==> src/rtl/fifo_types_pkg.sv <==
// Shared word/beat types for the narrow FIFO and the word packer behind it.
// Latency: n/a (types only).
// Backpressure: n/a.
package fifo_types;

    localparam int WIDTH_P    = 8;
    localparam int PACK_DEF_P = 4;

    typedef logic [WIDTH_P-1:0]            word_t;
    typedef logic [PACK_DEF_P*WIDTH_P-1:0] packed_t;
    typedef logic [$clog2(PACK_DEF_P+1)-1:0] pcount_t;

    typedef enum logic {
        FILL = 1'b0,
        HOLD = 1'b1
    } pack_state_e;

endpackage

==> src/rtl/fifo_word_packer.sv <==
// Packs PACK_P FIFO words into one wide beat; flush_i closes a partial beat.
// Latency: beat valid the cycle after its last word (or flush); 1 word/cycle sustained.
// Backpressure: while a beat waits on ready_i, yumi_o stays low so the FIFO fills.
module fifo_word_packer
    import fifo_types::*;
#(
    parameter int PACK_P = PACK_DEF_P
) (
    input  logic                          clk_i,
    input  logic                          reset_n_i,
    input  logic                          valid_i,
    input  word_t                         data_i,
    output logic                          yumi_o,
    input  logic                          flush_i,
    output logic                          valid_o,
    output logic [PACK_P*WIDTH_P-1:0]     data_o,
    output logic [$clog2(PACK_P+1)-1:0]   count_o,
    input  logic                          ready_i
);

    localparam int CW = $clog2(PACK_P + 1);

    pack_state_e                     state_q, state_d;
    logic [PACK_P-1:0][WIDTH_P-1:0]  lane_q, lane_d;
    logic [CW-1:0]                   cnt_q, cnt_d;
    logic                            take;

    assign valid_o = (state_q == HOLD);
    assign data_o  = lane_q;
    assign count_o = valid_o ? cnt_q : '0;
    // Gated by reset so the FIFO never sees a consume while we are held in reset.
    assign yumi_o  = take & reset_n_i;

    always_comb begin
        state_d = state_q;
        lane_d  = lane_q;
        cnt_d   = cnt_q;
        take    = 1'b0;
        unique case (state_q)
            FILL: begin
                take = valid_i;
                if (valid_i) begin
                    for (int k = 0; k < PACK_P; k++) begin
                        if (cnt_q == CW'(k)) lane_d[k] = data_i;
                    end
                    cnt_d = cnt_q + CW'(1);
                end
                if ((cnt_d == CW'(PACK_P)) || (flush_i && (cnt_d != '0))) state_d = HOLD;
            end
            HOLD: begin
                // The accept cycle doubles as the first word of the next beat.
                if (ready_i) begin
                    take      = valid_i;
                    lane_d    = '0;
                    lane_d[0] = valid_i ? data_i : '0;
                    cnt_d     = valid_i ? CW'(1) : '0;
                    state_d   = FILL;
                end
            end
            default: state_d = FILL;
        endcase
    end

    always_ff @(posedge clk_i or negedge reset_n_i) begin
        if (!reset_n_i) begin
            state_q <= FILL;
            lane_q  <= '0;
            cnt_q   <= '0;
        end else begin
            state_q <= state_d;
            lane_q  <= lane_d;
            cnt_q   <= cnt_d;
        end
    end

endmodule

==> config.mk <==
export PLATFORM = sky130hd
export DESIGN_NAME = fifo_word_packer
export DESIGN_NICKNAME = d
export VERILOG_FILES = /design/src/rtl/fifo_types_pkg.sv /design/src/rtl/fifo_word_packer.sv
export SDC_FILE = /design/constraint.sdc
export NUM_CORES = 1
export LEC_CHECK = 0
export BUFFER_PORTS_ARGS = -buffer_cell sky130_fd_sc_hd__buf_4
export CORE_MARGIN = 2
export CORE_UTILIZATION = 35
export CTS_CLUSTER_DIAMETER = 30
export CTS_CLUSTER_SIZE = 40
export DETAILED_ROUTE_END_ITERATION = 8
export SYNTH_ARGS = -nofsm -noshare
export SYNTH_HDL_FRONTEND = slang
export SYNTH_SLANG_ARGS = --single-unit
==> constraint.sdc <==
create_clock -name clk_i -period 2.2 [get_ports clk_i]
set_input_delay 0.44 -clock clk_i [delete_from_list [all_inputs] [get_ports clk_i]]
set_output_delay 0.44 -clock clk_i [all_outputs]
set_load 0.1 [all_outputs]
==> results.yml <==
critical_path:
  crit_path_end_kind: "output port"
  critPathMaxStageDelay_ns: 0.61
  worstSetupPathType: "reg2out"
  worstPathMaxFanout: 21
  reg2reg_depth: 4
  worstPathCellList: "nand2b_1, and3_2, buf_4"
  cp_num_buf_inv: 1
  r2r_setup_slack_ns: 0.42
  critical_path.slowest_cell: "dfrtp_2"
  path_delay_family: "flip-flops"
  start_kind: "register"
  required_ns: 1.76
  reg2reg_to: "data_o[16]$_DFFE_PN0P_"
  crit_arrival_ns: 1.56
  worstReg2RegStart: "cnt_q[0]$_DFFE_PN0P_"
cts:
  clk_latency_ns: 0.29
  clk_pin_slew_ns: 0.08
  cts_tree: "yes"
  ctsLongestPathBuffers: 2
  cts_root_buf: "clkbuf_8"
  cts_buffers: 5
  ctsHoldBuffers: 0
  htreeDepth: 2
  cts-resized-gates: 0
  post_cts_buffers: 0
  cts.sinks: 36
finish:
  drive_gt1_share_pct: 51.9
  seq_area_um2: 902
  areaGrowthSynthToFinish_pct: 33.3
  nNetsFinal: 204
  multi_input_area_um2: 796
  fill_cells: 432
  n_antenna_cell: 0
sta:
  worstMarginPinSlew_ns: 0.476
  slew_violations: 0
  rsz0062_at_grt: "false"
  max_slew_margin_pct: 68.2
  setup_violations: 0
  fmax_ghz: 0.499
  clock_skew_ns: 0.00861
  layout_min_cycle_time_ns: 2.00
  setup_slack_ns: 0.195
  hold_violations: 0
  period_share_pct: 91.1
  fin_setup_tns_ns: 0
global_routing:
  grt_pass1_wl_mm: 6.28
  antenna_found_initial: 0
  grt_max_degree: 37
  grt_usage_pct: 14.9
  grt_pass1_vias: 1230
  grt_overflow: 0
floorplanning:
  rows: 25
  core_mm2: 0.00482
  start_util_pct: 36.9
  dieHeight_um: 75.3
  die_width_um: 75.3
  die-area_mm2: 0.00567
  io_pins: 50
run_status:
  status: "complete, no violations"
route:
  dr_total_vias: 1156
  first_iter_violations: 45
  vias_per_cell: 4.55
  ant_nets: 0
  drtPass1Iterations: 4
  routed_wl_mm: 3.93
  detail_route.wl_per_cell_um: 15.5
  drc: 0
logic_synthesis:
  synth.distinct_cells: 29
  syn_nets: 150
  ys_seq_area_share_pct: 50.6
  synth_top_cells_by_area: "dfrtp_1, mux2_4, mux2i_1, ha_1, inv_1"
  syn_area_mm2: 0.00178
  synthTopCellsByCount: "dfrtp_1, mux2_4, inv_1"
  synth-edff-count: 0
  ys_seq_elements: 36
  ys_warn_count: 0
  synth_ff_type: "dfrtp_1"
  avgSynthCellArea_um2: 13.5
  synth_area_leader_cell: "dfrtp_1"
  synth_most_common_cell: "dfrtp_1"
  async_reset_ff_share_pct: 100
  synthCells: 132
  yosysTopAreaCellShare_pct: 50.6
place:
  post-dp-hpwl_mm: 2.87
  place_ws_ns: 0.424
  port_buffers: 49
  gp_congestion: 0.790
min_path:
  hp-class: "in2async"
run:
  drv_cap: 0
==> metrics by stage <==
stage | hold slack (ns) | area [um^2] | std cells | util [%]
3_3_place_gp | 0.498 | 2210 | 246 | 45.9
3_5_place_dp | 0.500 | 2210 | 246 | 45.9
4_1_cts | 0.231 | 2370 | 254 | 49.2
5_1_grt | 0.255 | 2370 | 254 | 49.2
6_report | 0.216 | 2370 | 254 | 49.2
2_1_floorplan | 0.144 | 1780 | 132 | -
==> cell usage in the layout (no fill, tap or decap), types with 2 or more instances in the layout <==
cell	instances
buf_4	52
dfrtp_1	35
mux2_4	24
inv_1	11
nor2_1	9
nand2_1	9
mux2i_1	8
ha_1	5
clkbuf_8	5
and2_2	3
bufinv_16	3
nor2b_2	2
a211oi_1	2
a21oi_4	2
==> worst register-to-register path, stage by stage (launching register included) <==
cell and delay (ns):
dfrtp_1 0.52, inv_1 0.12, ha_1 0.26, a21oi_4 0.42, mux2_4 0.34
==> cell type report <==
| class | count | area share, % |
|---|---|---|
| clock buffer | 5 | 2.90 |
| sequential | 36 | 38.0 |
| inverter | 11 | 1.74 |
| clock inverter | 3 | 3.80 |
| timing repair buffer | 52 | 16.5 |
| tap | 67 | 3.53 |
| multi-input combinational | 80 | 33.5 |
==> cells by family (layout without fill, tap and decap cells) <==
logic type	Yosys count	count (layout)	synth area share, %
flops	36	36	50.6
mux	33	33	25.4
simple gates	31	31	9.70
buf+inv	16	71	4.85
compound gates	11	11	5.91
fa+ha+maj	5	5	3.52
==> flip-flops by register name, summed over array words and instances, names as in the netlist <==
| signal | flops |
|---|---|
| cnt_q | 3 |
| data_o | 32 |
| valid_o | 1 |
==> worst max-delay path by stage <==
stage | start | to | slack [ns] | cells past startpoint
finish | valid_o$_DFF_PN0_ | yumi_o | 0.20 | 3
floorplan | valid_o$_DFF_PN0_ | count_o[2] | 0.11 | 3
global route | valid_o$_DFF_PN0_ | yumi_o | 0.10 | 3
detailed placement | valid_o$_DFF_PN0_ | data_o[16]$_DFFE_PN0P_ | 0.42 | 3
global placement | valid_o$_DFF_PN0_ | data_o[20]$_DFFE_PN0P_ | 0.47 | 3
CTS | valid_o$_DFF_PN0_ | yumi_o | 0.19 | 3
==> per-layer routing <==
metal	wire length [um]	vias to the layer above	GRT usage [%]
met5	0	-	0
met4	47	0	5.46
met3	191	5	3.57
met2	1890	30	22.4
met1	1800	570	21.0
li1	-	551	-
Power is not shown: default switching activity piles up to over one toggle a cycle in this logic, so the estimate is an artifact.
